==> src/rtl/audio_pkg.sv <==
// rtl/audio_pkg.sv - shared state encoding, parameter defaults and note half-period table
package audio_pkg;

  // Parameter defaults shared by the scheduler and anything that drives it
  localparam int HP_W_DEF   = 7;
  localparam int STEP_W_DEF = 7;
  localparam int TICK_W_DEF = 5;

  // Scheduler FSM encoding; IDLE must stay all-zero so busy is a plain OR-reduce
  typedef logic [1:0] sched_state_t;
  localparam logic [1:0] ST_IDLE  = 2'd0;
  localparam logic [1:0] ST_FETCH = 2'd1;
  localparam logic [1:0] ST_PLAY  = 2'd2;

  // Note half-periods in synthesizer clock units; zero is reserved for a rest
  localparam logic [6:0] NOTE_REST = 7'd0;
  localparam logic [6:0] NOTE_C4   = 7'd95;
  localparam logic [6:0] NOTE_D4   = 7'd85;
  localparam logic [6:0] NOTE_E4   = 7'd75;
  localparam logic [6:0] NOTE_F4   = 7'd71;
  localparam logic [6:0] NOTE_G4   = 7'd63;
  localparam logic [6:0] NOTE_A4   = 7'd56;
  localparam logic [6:0] NOTE_B4   = 7'd50;
  localparam logic [6:0] NOTE_C5   = 7'd47;

endpackage

==> src/rtl/note_scheduler_if.sv <==
// rtl/note_scheduler_if.sv - pattern memory fetch bus between scheduler and pattern store
interface note_scheduler_if #(
  parameter int HP_W   = 7,
  parameter int STEP_W = 7
);

  logic              pat_req;
  logic [STEP_W-1:0] pat_addr;
  logic              pat_ack;
  logic [HP_W-1:0]   pat_note;

  // Scheduler side issues requests and receives notes
  modport master (
    output pat_req,
    output pat_addr,
    input  pat_ack,
    input  pat_note
  );

  // Pattern store side answers requests
  modport slave (
    input  pat_req,
    input  pat_addr,
    output pat_ack,
    output pat_note
  );

endinterface

==> src/rtl/note_scheduler_step_timer.sv <==
// rtl/note_scheduler_step_timer.sv - per-step tick counter with terminal and gate compares
module note_scheduler_step_timer #(
  parameter int TICK_W = 5
) (
  input  logic              clk,
  input  logic              rst_n,
  input  logic              clr,
  input  logic              inc,
  input  logic [TICK_W-1:0] step_len,
  input  logic [TICK_W-1:0] gate_len,
  output logic              terminal,
  output logic              gate
);

  logic [TICK_W-1:0] tick_ctr_q;
  logic [TICK_W-1:0] tick_ctr_d;
  logic [TICK_W-1:0] last_tick;

  // A zero step length behaves like one tick per step
  always_comb begin
    last_tick = (step_len == '0) ? '0 : step_len - TICK_W'(1);
    terminal  = (tick_ctr_q == last_tick);
    gate      = (tick_ctr_q < gate_len);
  end

  // Counter is held at zero while cleared so a new step always starts at tick 0
  always_comb begin
    tick_ctr_d = tick_ctr_q;
    if (clr) begin
      tick_ctr_d = '0;
    end else if (inc) begin
      tick_ctr_d = tick_ctr_q + TICK_W'(1);
    end
  end

  // Tick counter register
  always_ff @(posedge clk or negedge rst_n) begin
    if (!rst_n) begin
      tick_ctr_q <= '0;
    end else begin
      tick_ctr_q <= tick_ctr_d;
    end
  end

endmodule

==> src/rtl/note_scheduler.sv <==
// rtl/note_scheduler.sv - step sequencer fetching note half-periods and gating the synthesizer
module note_scheduler
  import audio_pkg::*;
#(
  parameter int HP_W   = HP_W_DEF,
  parameter int STEP_W = STEP_W_DEF,
  parameter int TICK_W = TICK_W_DEF
) (
  input  logic              clk,
  input  logic              rst_n,
  input  logic              tick_en,
  input  logic              start,
  input  logic              stop,
  input  logic [TICK_W-1:0] step_len,
  input  logic [TICK_W-1:0] gate_len,
  input  logic [STEP_W-1:0] loop_end,
  note_scheduler_if.master  pat,
  output logic [HP_W-1:0]   hp,
  output logic              active,
  output logic [STEP_W-1:0] step,
  output logic              step_strobe,
  output logic              busy
);

  sched_state_t      state_q, state_d;
  logic [HP_W-1:0]   hp_q, hp_d;
  logic              active_q, active_d;
  logic [STEP_W-1:0] step_q, step_d;
  logic              strobe_q, strobe_d;
  logic [TICK_W-1:0] step_len_s_q, step_len_s_d;
  logic [TICK_W-1:0] gate_len_s_q, gate_len_s_d;
  logic [STEP_W-1:0] loop_end_s_q, loop_end_s_d;

  logic tmr_clr;
  logic tmr_inc;
  logic tmr_terminal;
  logic tmr_gate;

  // The timer only runs in PLAY; everywhere else it sits at zero
  assign tmr_clr = (state_q != ST_PLAY);

  note_scheduler_step_timer #(
    .TICK_W(TICK_W)
  ) u_step_timer (
    .clk      (clk),
    .rst_n    (rst_n),
    .clr      (tmr_clr),
    .inc      (tmr_inc),
    .step_len (step_len_s_q),
    .gate_len (gate_len_s_q),
    .terminal (tmr_terminal),
    .gate     (tmr_gate)
  );

  // Next-state logic: stop overrides everything, ticks outside PLAY are simply not consumed
  always_comb begin
    state_d      = state_q;
    hp_d         = hp_q;
    step_d       = step_q;
    strobe_d     = 1'b0;
    step_len_s_d = step_len_s_q;
    gate_len_s_d = gate_len_s_q;
    loop_end_s_d = loop_end_s_q;
    tmr_inc      = 1'b0;
    if (stop) begin
      state_d = ST_IDLE;
      hp_d    = '0;
    end else begin
      case (state_q)
        ST_IDLE: begin
          if (start) begin
            step_len_s_d = step_len;
            gate_len_s_d = gate_len;
            loop_end_s_d = loop_end;
            step_d       = '0;
            state_d      = ST_FETCH;
          end
        end
        ST_FETCH: begin
          if (pat.pat_ack) begin
            hp_d    = pat.pat_note;
            state_d = ST_PLAY;
          end
        end
        ST_PLAY: begin
          if (tick_en) begin
            if (tmr_terminal) begin
              step_d   = (step_q == loop_end_s_q) ? '0 : step_q + STEP_W'(1);
              strobe_d = 1'b1;
              state_d  = ST_FETCH;
            end else begin
              tmr_inc = 1'b1;
            end
          end
        end
        default: begin
          state_d = ST_IDLE;
        end
      endcase
    end
  end

  // Gate follows the tick counter one cycle late and drops together with leaving PLAY
  always_comb begin
    active_d = (state_q == ST_PLAY) && (state_d == ST_PLAY) && tmr_gate && (hp_q != '0);
  end

  // State and output registers
  always_ff @(posedge clk or negedge rst_n) begin
    if (!rst_n) begin
      state_q      <= ST_IDLE;
      hp_q         <= '0;
      active_q     <= 1'b0;
      step_q       <= '0;
      strobe_q     <= 1'b0;
      step_len_s_q <= '0;
      gate_len_s_q <= '0;
      loop_end_s_q <= '0;
    end else begin
      state_q      <= state_d;
      hp_q         <= hp_d;
      active_q     <= active_d;
      step_q       <= step_d;
      strobe_q     <= strobe_d;
      step_len_s_q <= step_len_s_d;
      gate_len_s_q <= gate_len_s_d;
      loop_end_s_q <= loop_end_s_d;
    end
  end

  // The request is decoded straight from state so a reset removes it without waiting for a clock
  assign pat.pat_req  = (state_q == ST_FETCH);
  assign pat.pat_addr = step_q;

  assign hp          = hp_q;
  assign active      = active_q;
  assign step        = step_q;
  assign step_strobe = strobe_q;
  assign busy        = (state_q != ST_IDLE);

endmodule

==> src/flat_wrapper.sv <==
// flat-port wrapper written by rule: the top's interface ports become plain ports
module note_scheduler_flat import audio_pkg::*;
#(
  parameter int HP_W   = HP_W_DEF,
  parameter int STEP_W = STEP_W_DEF,
  parameter int TICK_W = TICK_W_DEF
)
  (clk, rst_n, tick_en, start, stop, step_len, gate_len, loop_end, hp, active, step, step_strobe, busy, pat_pat_req, pat_pat_addr, pat_pat_ack, pat_pat_note);
  note_scheduler_if #(.HP_W(HP_W), .STEP_W(STEP_W)) pat_i ();
  input  logic clk;
  input  logic rst_n;
  input  logic tick_en;
  input  logic start;
  input  logic stop;
  input  logic [TICK_W-1:0] step_len;
  input  logic [TICK_W-1:0] gate_len;
  input  logic [STEP_W-1:0] loop_end;
  output logic [HP_W-1:0] hp;
  output logic active;
  output logic [STEP_W-1:0] step;
  output logic step_strobe;
  output logic busy;
  output wire logic [$bits(pat_i.pat_req)-1:0] pat_pat_req;
  output wire logic [$bits(pat_i.pat_addr)-1:0] pat_pat_addr;
  input wire logic [$bits(pat_i.pat_ack)-1:0] pat_pat_ack;
  input wire logic [$bits(pat_i.pat_note)-1:0] pat_pat_note;
  assign pat_pat_req = pat_i.pat_req;
  assign pat_pat_addr = pat_i.pat_addr;
  assign pat_i.pat_ack = pat_pat_ack;
  assign pat_i.pat_note = pat_pat_note;
  note_scheduler #(.HP_W(HP_W), .STEP_W(STEP_W), .TICK_W(TICK_W)) u_core (.clk(clk), .rst_n(rst_n), .tick_en(tick_en), .start(start), .stop(stop), .step_len(step_len), .gate_len(gate_len), .loop_end(loop_end), .pat(pat_i), .hp(hp), .active(active), .step(step), .step_strobe(step_strobe), .busy(busy));
endmodule
==> config.mk <==
export PLATFORM = sky130hd
export DESIGN_NAME = note_scheduler_flat
export DESIGN_NICKNAME = d
export VERILOG_FILES = /design/src/rtl/audio_pkg.sv /design/src/rtl/note_scheduler_if.sv /design/src/rtl/note_scheduler_step_timer.sv /design/src/rtl/note_scheduler.sv /design/src/flat_wrapper.sv
export SDC_FILE = /design/constraint.sdc
export NUM_CORES = 1
export LEC_CHECK = 0
export BUFFER_PORTS_ARGS = -buffer_cell sky130_fd_sc_hd__buf_2
export CAP_MARGIN = 40
export CORE_UTILIZATION = 53
export CTS_CLUSTER_SIZE = 8
export DETAILED_ROUTE_END_ITERATION = 7
export GPL_TIMING_DRIVEN = 0
export PLACE_DENSITY = 0.78
export SKIP_LAST_GASP = 1
export SLEW_MARGIN = 20
export SYNTH_ARGS = -nofsm -noshare
export SYNTH_HDL_FRONTEND = slang
export SYNTH_SLANG_ARGS = --single-unit
==> constraint.sdc <==
create_clock -name clk -period 3.05 [get_ports clk]
set_input_delay 0.61 -clock clk [delete_from_list [all_inputs] [get_ports clk]]
set_output_delay 0.61 -clock clk [all_outputs]
set_load 0.01 [all_outputs]
==> results.py, run 1 <==
metrics = {
    "synth": {
        "netlist-cell-type-count": 41,
        "yosysSeqAreaShare": 0.451,
        "synth_area_leaders": "dfrtp_1, nand2_1, nand3_1",
        "synth_top_cell_area_share": 0.451,
        "yosysTopAreaCell": "dfrtp_1",
        "avgSynthCellArea_um2": 8.98,
        "syn_inst": 247,
        "synthFlopType": "dfrtp_1",
        "yosys_warnings": 0,
        "synth-seq-cells": 40,
        "synth_edf_count": 0,
        "netlist_area_um2": 2220,
        "syn_nets": 284,
        "async_flop_share": 1.00,
    },
    "worst_setup_path": {
        "r2r_cells": 8,
        "critical_path_required_ns": 3.22,
        "crit_path_end_kind": "flop",
        "arrival_ns": 2.75,
        "worstPathMaxFanout": 7,
        "start_kind": "flop",
        "critPathKind": "reg2reg",
    },
    "placed_design": {
        "place_hpwl_um": 3670,
        "gp_congestion": 0.838,
        "port_buffers": 53,
        "dp.cells": 352,
    },
    "cts": {
        "cts_hold_buf": 0,
        "clk_pin_slew_ns": 0.08,
        "tritoncts": "built",
        "cts_inserted_buffers": 5,
        "cts_max_level": 2,
        "post-cts-setup-buffer-count": 0,
        "clock_latency_ns": 0.29,
        "post_cts_resize_count": 0,
        "cts_max_path_buffers": 2,
        "root_buffer": "clkbuf_8",
        "cts_sinks": 40,
    },
    "global_route": {
        "grt_busiest_layer": "met2",
        "grt_use_met1": 0.305,
        "antenna_found_initial": 0,
        "grt_pass1_wl_um": 7980,
        "grt-ovfl-total": 0,
        "grt_use_met2": 0.398,
        "grt_use_total": 0.241,
        "grt_max_degree": 24,
        "grt_pass1_vias": 1747,
        "met3_usage": 0.0497,
    },
    "timing": {
        "max_freq_mhz": 387,
        "fin_skew_ns": 0.00593,
        "tightestPinTransition_ns": 0.623,
        "fin_crit_ns": 2.58,
        "setup_violations": 0,
        "hold_violations": 0,
        "grt_setup_unrepaired": "no",
        "slew_violations": 0,
        "finalCritPeriodShare": 0.847,
        "tns_ns": 0,
        "worst_slew_margin_rel": 0.579,
    },
    "die": {
        "initial_core_util": 0.554,
        "dieHeight_um": 66.7,
        "dieArea_um2": 4450,
        "rows": 23,
        "coreArea_um2": 4000,
        "pin_count": 55,
        "die_width_um": 66.7,
    },
    "route": {
        "vias": 1970,
        "routedWlPerCell_um": 13.8,
        "dr.pass1.iters": 4,
        "vias_per_cell": 5.47,
        "postRouteAntennaNets": 0,
        "remaining_drc_errors": 0,
        "dr.first_iter.drc_count": 128,
        "wirelength_um": 4950,
    },
    "run": {
        "cap_violations": 0,
    },
    "power": {
        "swShare": 0.265,
        "p_switching_uw": 403,
        "internal_power_uw": 1120,
        "p_clk_frac": 0.398,
        "pwr-share-comb": 0.191,
        "p_per_area_nw_per_um2": 555,
        "power_frac_seq": 0.411,
        "total_leakage_power_uw": 0.00135,
        "vdd_drop_max_mv": 0.374,
    },
    "finish": {
        "area_growth_syn_to_layout_pct": 23.5,
        "post-route-util": 0.685,
        "layout.cells.most_common": "buf_2",
        "num_antenna_cells": 0,
        "drive_gt1_frac": 0.252,
        "stdcell_count": 360,
        "nets": 346,
        "final_cell_mix": "buf_2, nand2_1, dfrtp_1, nand3_1, a21oi_1",
    },
    "outcome": {
        "status": "finished clean",
    },
    "worst_hold_path": {
        "hold_class": "in2async",
    },
}
cells in the mapped netlist, types with 2 or more instances:
master      n
nand2_1    47
dfrtp_1    40
nand3_1    18
a21oi_1    16
clkbuf_1   11
inv_1      11
o21ai_0    11
buf_4       8
ha_1        7
and3_1      5
nand2b_1    5
o31ai_1     5
xor2_1      5
nor2b_1     4
o21ai_1     4
or3_1       4
xnor2_1     4
a22oi_1     3
a31oi_1     3
nor3_1      3
nor3b_1     3
or4_1       3
a2111oi_0   2
a21o_1      2
nor4_1      2
o211ai_1    2
o21a_1      2
o21ai_2     2
o22ai_1     2
or2_1       2
state kept, by name (all words and copies together) (netlist names), 2 cells and up:
name,count
u_core.state_q,2
u_core.hp,7
u_core.pat.pat_addr,7
u_core.u_step_timer.tick_ctr_q,5
u_core.step_len_s_q,5
u_core.loop_end_s_q,7
u_core.gate_len_s_q,5
power groups by stage:
| stage | clock network, uW | registers, uW | logic [uW] |
|---|---|---|---|
| floorplan | 0 | 627 | 203 |
| global placement | 0 | 632 | 275 |
| detailed placement | 0 | 634 | 293 |
| CTS | 614 | 625 | 293 |
| global route | 632 | 632 | 328 |
| finish | 605 | 624 | 291 |
worst paths after layout:
check                                                    from                                 end  slack [ns]
max                        u_core.step_len_s_q[0]$_DFFE_PN0P_  u_core.pat.pat_addr[3]$_DFFE_PN0P_        0.47
min                                                     rst_n  u_core.gate_len_s_q[3]$_DFFE_PN0P_        0.26
max reg2reg                u_core.step_len_s_q[0]$_DFFE_PN0P_  u_core.pat.pat_addr[3]$_DFFE_PN0P_        0.47
min reg2reg                u_core.gate_len_s_q[0]$_DFFE_PN0P_  u_core.gate_len_s_q[0]$_DFFE_PN0P_        0.50
max in group asynchronous                               rst_n  u_core.pat.pat_addr[4]$_DFFE_PN0P_        2.32
min in group clk           u_core.gate_len_s_q[0]$_DFFE_PN0P_  u_core.gate_len_s_q[0]$_DFFE_PN0P_        0.50
through the flow:
step                      hold slack (ns)  setup slack (ns)  cell area, um2  total power [uW]
after global routing                0.287             0.292            2740              1590
after global placement              0.463             0.565            2540               907
after detailed placement            0.480             0.495            2580               927
after CTS                           0.270             0.473            2740              1530
final                               0.260             0.466            2740              1520
after floorplan                     0.314             0.798            2220               830
final cells by class:
class / instances / area [um2]
buffer: 19 / 101
inverter: 11 / 41.3
multi-input combinational: 177 / 1070
clock buffer: 5 / 68.8
timing repair buffer: 55 / 300
tap: 50 / 62.6
fill: 337 / 1260
clock inverter: 3 / 90.1
sequential: 40 / 1000
routing by layer:
metal	up-vias	wire length, um
li1	985	-
met1	917	2200
met2	59	2420
met3	9	239
met4	0	96
met5	-	0
worst max-delay path: stages, from the launching register on:
cell and delay, ns:
dfrtp_1 0.40, inv_1 0.09, ha_1 0.26, nor4b_1 0.44, or3_1 0.17, nand4_1 0.23
a2111o_1 0.54, a22oi_1 0.23, o22ai_1 0.10
cell families after synthesis:
kind of cell,synth area share
flops,0.451
fa+ha+maj,0.0395
simple gates,0.235
buf+inv,0.0643
compound gates,0.174
xor+xnor,0.0356
(Power assumes the default switching activity.)
==> run 2, diff against run 1 <==
- ABC_AREA: not set -> 1
- clock period: 3.05 -> 2.6 ns (I/O delays scaled with it)
==> run 2 against run 1 <==
  * Sequential share of layout area rose by 0.59 points
  * Clock power fell by 26%
  * Global-route usage fell by 1.0 points
==> results.py, run 2 <==
metrics = {
    "synth": {
        "netlist_area_um2": 2250,
        "syn_inst": 259,
        "syn_nets": 296,
        "avgSynthCellArea_um2": 8.67,
        "synth-simple-area-share": 0.265,
        "yosysTopAreaCell": "dfrtp_1",
        "yosysSeqAreaShare": 0.446,
        "synth_edf_count": 0,
        "synth-seq-cells": 40,
        "synth-xor-area-share": 0.0585,
        "synth_area_leaders": "dfrtp_1, nand3_1, nand2_1",
        "synth.most_common_cell": "dfrtp_1",
        "synth-compound-area-share": 0.0607,
        "async_flop_share": 1.00,
        "synth_top_cell_area_share": 0.446,
        "synthFlopType": "dfrtp_1",
        "synth_top_family_by_area": "simple AND/OR/NAND/NOR gates",
        "synth_commonest_cells": "dfrtp_1, nand2_1, inv_1",
        "netlist-cell-type-count": 26,
        "synthAdderAreaFrac": 0.0390,
        "yosys_warnings": 0,
        "synthMuxAreaShare": 0.0451,
    },
    "timing": {
        "slew_violations": 0,
        "setup_violations": 0,
        "tightestPinTransition_ns": 0.468,
        "max_freq_mhz": 492,
        "fin_skew_ns": 0.00910,
        "grt_setup_unrepaired": "no",
        "hold_violations": 0,
        "tns_ns": 0,
        "setup_slack_ns": 0.569,
        "finalCritPeriodShare": 0.781,
        "worst_slew_margin_rel": 0.687,
        "fin_crit_ns": 2.03,
        "hold_ws_ns": 0.115,
    },
    "worst_hold_path": {
        "hold_class": "in2async",
    },
    "cts": {
        "tritoncts": "built",
        "root_buffer": "clkbuf_8",
        "post-cts-setup-buffer-count": 0,
        "cts_sinks": 40,
        "cts_max_path_buffers": 2,
        "clk_pin_slew_ns": 0.08,
        "cts_hold_buf": 0,
        "clock_latency_ns": 0.30,
        "post_cts_resize_count": 0,
        "cts_inserted_buffers": 5,
        "cts_max_level": 2,
    },
    "finish": {
        "num_antenna_cells": 0,
        "area_growth_syn_to_layout_pct": 20.0,
        "fill_cells": 366,
        "stdcell_count": 371,
        "final_cell_mix": "buf_2, dfrtp_1, nand2_1, inv_1, nand3_1",
        "layout.cells.most_common": "buf_2",
        "drive_gt1_frac": 0.287,
        "nets": 358,
    },
    "die": {
        "initial_core_util": 0.557,
        "dieArea_um2": 4500,
        "dieHeight_um": 67.1,
        "die_width_um": 67.1,
        "pin_count": 55,
        "coreArea_um2": 4030,
        "rows": 23,
    },
    "power": {
        "vdd_drop_max_mv": 0.271,
        "total_leakage_power_uw": 0.00144,
        "power_frac_seq": 0.490,
        "p_clk_frac": 0.295,
        "internal_power_uw": 1070,
        "swShare": 0.292,
        "p_total_uw": 1510,
        "p_per_area_nw_per_um2": 561,
        "p_switching_uw": 442,
        "pwr-share-comb": 0.216,
    },
    "worst_setup_path": {
        "crit_path_end_kind": "flop",
        "r2r_cells": 11,
        "worstPathMaxFanout": 8,
        "critical_path_required_ns": 2.78,
        "arrival_ns": 2.22,
        "start_kind": "flop",
        "critPathKind": "reg2reg",
    },
    "placed_design": {
        "port_buffers": 54,
        "pre_cts_ws_ns": 0.591,
        "dp.cells": 364,
        "gp_congestion": 0.828,
        "place_hpwl_um": 3540,
    },
    "global_route": {
        "grt_pass1_vias": 1746,
        "grt-ovfl-total": 0,
        "grt_max_degree": 28,
        "grt_pass1_wl_um": 7710,
        "grt_use_total": 0.230,
        "antenna_found_initial": 0,
    },
    "outcome": {
        "status": "finished clean",
    },
    "route": {
        "dr.pass1.iters": 4,
        "vias_per_cell": 5.15,
        "wirelength_um": 4710,
        "routedWlPerCell_um": 12.7,
        "vias": 1909,
        "dr.first_iter.drc_count": 100,
        "postRouteAntennaNets": 0,
        "remaining_drc_errors": 0,
    },
    "run": {
        "cap_violations": 0,
    },
}
run 2: cell count changes after synthesis, sizes merged, moves of 7 or more:
cell    change
inv        +22
nand4      +10
nand3      +17
nor2       +20
mux2        +9
clkbuf      -8
o21ai       -7
run 2: worst max-delay path, stage by stage (launching register included):
cell and delay [ns]:
dfrtp_1 0.37, inv_1 0.16, ha_1 0.26, nand3_2 0.20, nand3b_2 0.13, nand3_1 0.09
nor2_2 0.18, nand3_2 0.16, nand2_4 0.15, nand2_4 0.09, nand2_1 0.09, nand2_1 0.05
run 2: logic make-up (layout without fill, tap and decap cells):
group                      count (synthesis)  in the layout
DFF                                       40             40
adders and majority gates                  7              7
muxes                                      9              9
and+or+nand+nor                          120            120
xor gates and xnor gates                  15             15
AOI/OAI and AO/OA                         24             24
buffers and inverters                     44            106
run 2: path summary, 6_finish.rpt:
| path | endpoint | slack (ns) | start |
|---|---|---|---|
| max | u_core.pat.pat_addr[6]$_DFFE_PN0P_ | 0.57 | u_core.step_len_s_q[0]$_DFFE_PN0P_ |
| max in group asynchronous | u_core.u_step_timer.tick_ctr_q[0]$_DFFE_PN0P_ | 2.03 | rst_n |
| max reg2reg | u_core.pat.pat_addr[6]$_DFFE_PN0P_ | 0.57 | u_core.step_len_s_q[0]$_DFFE_PN0P_ |
| min | u_core.step_len_s_q[2]$_DFFE_PN0P_ | 0.12 | rst_n |
| min in group clk | u_core.loop_end_s_q[4]$_DFFE_PN0P_ | 0.45 | loop_end[4] |
| min reg2reg | u_core.gate_len_s_q[4]$_DFFE_PN0P_ | 0.53 | u_core.gate_len_s_q[4]$_DFFE_PN0P_ |
run 2: final cells by class:
cell class | count | area [um2] | share of cell area
plain buffers | 11 | 68.8 | 0.0255
flip-flops and latches | 40 | 1000 | 0.371
inverters | 33 | 124 | 0.0460
multi-input cells | 175 | 1050 | 0.390
well taps | 50 | 62.6 | 0.0232
repair buffers | 55 | 290 | 0.108
clock buffers | 7 | 96.3 | 0.0357
run 2: metrics by stage:
step	utilization	cell area, um2
2_1_floorplan	-	2250
3_3_place_gp	0.640	2580
3_5_place_dp	0.645	2600
4_1_cts	0.669	2700
5_1_grt	0.669	2700
6_report	0.669	2700
run 2: layer usage:
layer,global-route usage,routed length [um],vias to the layer above,share of wire
li1,-,-,969,-
met4,0.106,27,0,0.0057
met2,0.361,2170,60,0.46
met3,0.0394,257,2,0.055
met5,0,0,-,0
met1,0.306,2250,878,0.48
run 2: power by group through the flow:
stage	combinational, uW	sequential [uW]	clock, uW
after detailed placement	328	751	0
after global routing	368	751	477
after floorplan	227	742	0
after CTS	329	741	453
final	326	741	446
after global placement	313	748	0
==> run 3, diff against run 2 <==
- clock period: 2.6 -> 1.9 ns (I/O delays scaled with it)
==> run 3 against run 2 <==
  * Sequential cell count stayed put
  * Utilization is 2.1 points higher
  * Clock skew is 0.00096 ns lower
  * Sequential share of layout area is 1.1 points lower
  * Critical path type unchanged
==> results.py, run 3 (synthesis results as in run 2) <==
metrics = {
    "placed_design": {
        "port_buffers": 54,
        "gp_congestion": 0.828,
        "pre_cts_ws_ns": -0.109,
        "place_hpwl_um": 3540,
        "placed_area_um2": 2600,
    },
    "worst_setup_path": {
        "cp_slowest_cell": "dfrtp_1",
        "r2r_cells": 14,
        "critPathTopFamily": "simple AND/OR/NAND/NOR gates",
        "worstPathMaxFanout": 8,
        "arrival_ns": 1.95,
        "r2r_setup_slack_ns": 0.14,
        "crit_path_max_incr_delay_ns": 0.38,
        "start_kind": "flop",
        "crit_chain": "inv_2 > ha_4 > nand2_1 > inv_1 > nor2_2 > nand2_1 > nand2_1 > nand3_2 > nor2_4 > nand3_4 > nand2_4 > nand2_4 > nand2_1 > nand2_1",
        "critPathKind": "reg2reg",
        "r2r-end": "u_core.pat.pat_addr[6]$_DFFE_PN0P_",
        "crit_path_end_kind": "flop",
        "critical_path_required_ns": 2.09,
        "r2r_start": "u_core.step_len_s_q[1]$_DFFE_PN0P_",
        "crit_buf_inv": 2,
        "critPathMostFrequentCell": "nand2_1",
    },
    "run": {
        "cap_violations": 0,
    },
    "die": {
        "rows": 23,
        "coreArea_um2": 4030,
        "die_width_um": 67.1,
        "initial_core_util": 0.557,
        "dieArea_um2": 4500,
        "dieHeight_um": 67.1,
        "pin_count": 55,
    },
    "timing": {
        "hold_violations": 0,
        "setup_slack_ns": 0.139,
        "max_freq_mhz": 568,
        "fin_skew_ns": 0.00814,
        "finalCritPeriodShare": 0.927,
        "grt_setup_unrepaired": "yes",
        "setup_violations": 0,
        "tns_ns": 0,
        "tightestPinTransition_ns": 0.448,
        "slew_violations": 0,
        "fin_crit_ns": 1.76,
        "worst_slew_margin_rel": 0.700,
    },
    "worst_hold_path": {
        "hold-path-cell-count": 2,
        "hold_class": "in2reg",
        "whs_endpoint": "u_core.loop_end_s_q[4]$_DFFE_PN0P_",
        "hp-start": "loop_end[4]",
    },
    "route": {
        "vias_per_cell": 5.16,
        "routedWlPerCell_um": 12.8,
        "postRouteAntennaNets": 0,
        "dr.first_iter.drc_count": 95,
        "dr.pass1.iters": 4,
        "wirelength_um": 4840,
        "vias": 1947,
        "remaining_drc_errors": 0,
    },
    "global_route": {
        "grt_max_degree": 28,
        "antenna_found_initial": 0,
        "grt-ovfl-total": 0,
        "grt_use_total": 0.231,
        "grt_pass1_wl_um": 7730,
        "grt_pass1_vias": 1751,
    },
    "cts": {
        "cts_max_level": 2,
        "clock_latency_ns": 0.30,
        "cts_inserted_buffers": 5,
        "root_buffer": "clkbuf_8",
        "tritoncts": "built",
        "cts_sinks": 40,
        "cts_max_path_buffers": 2,
        "clk_pin_slew_ns": 0.08,
    },
    "finish": {
        "area_growth_syn_to_layout_pct": 23.8,
        "post-route-util": 0.690,
        "layout.cells.most_common": "buf_2",
        "final_cell_mix": "buf_2, dfrtp_1, nand2_1, inv_1, nand3_1",
        "fill_cells": 353,
        "num_antenna_cells": 0,
        "final_area_um2": 2780,
        "drive_gt1_frac": 0.306,
        "nets": 364,
    },
    "power": {
        "p_per_area_nw_per_um2": 768,
        "total_leakage_power_uw": 0.00147,
        "p_total_uw": 2140,
        "vdd_drop_max_mv": 0.379,
    },
    "outcome": {
        "status": "finished clean",
    },
}
[run 3: cell types whose count changed in the layout (fill, tap and decap cells not counted), sizes merged]
cell	previous run	this run
dlygate4sd3	0	1
buf	63	68
[run 3: worst max path at each step]
stage	slack, ns	from	depth (start not counted)	end
5_1_grt	-0.05	u_core.step_len_s_q[1]$_DFFE_PN0P_	14	u_core.pat.pat_addr[4]$_DFFE_PN0P_
2_1_floorplan	0.16	u_core.step_len_s_q[0]$_DFFE_PN0P_	13	u_core.pat.pat_addr[0]$_DFFE_PN0P_
3_5_place_dp	-0.11	u_core.step_len_s_q[0]$_DFFE_PN0P_	11	u_core.pat.pat_addr[6]$_DFFE_PN0P_
4_1_cts	0.001	u_core.step_len_s_q[0]$_DFFE_PN0P_	13	u_core.pat.pat_addr[6]$_DFFE_PN0P_
3_3_place_gp	-0.07	u_core.step_len_s_q[0]$_DFFE_PN0P_	13	u_core.pat.pat_addr[0]$_DFFE_PN0P_
6_report	0.14	u_core.step_len_s_q[1]$_DFFE_PN0P_	14	u_core.pat.pat_addr[6]$_DFFE_PN0P_
[run 3: per-stage QoR]
step / hold WS [ns] / cells
floorplan: 0.0844 / 259
global route: 0.317 / 377
detailed placement: 0.303 / 364
global placement: 0.504 / 363
finish: 0.309 / 377
CTS: 0.305 / 373
[run 3: area by class of cell]
| class | count | area, um2 | area share |
|---|---|---|---|
| Tap cell | 50 | 62.6 | 0.0225 |
| Multi-Input combinational cell | 175 | 1090 | 0.392 |
| Sequential cell | 40 | 1000 | 0.360 |
| Buffer | 11 | 68.8 | 0.0248 |
| Inverter | 33 | 124 | 0.0446 |
| Clock buffer | 7 | 96.3 | 0.0347 |
| Timing Repair Buffer | 61 | 338 | 0.122 |
[run 3: power by group]
group / leakage [uW] / internal [uW] / switching, uW
clock: 0.0000503 / 323 / 289
combinational: 0.000913 / 231 / 276
sequential: 0.000508 / 944 / 72.7
[run 3: repair_timing]
item	CTS	global route
endpoints found under the hold margin	13	0
cloned	0	0
pin swaps	1	2
buffers inserted	1	4
hold buffers	1	0
resized for setup	2	6
setup endpoints to repair	9	15
[run 3: per-layer routing]
metal,track usage,vias up,wire length (um),part of all wire
met5,0,-,0,0
met4,0.106,0,66,0.014
met3,0.0394,5,221,0.046
met2,0.363,54,2190,0.45
met1,0.307,906,2370,0.49
li1,-,982,-,-
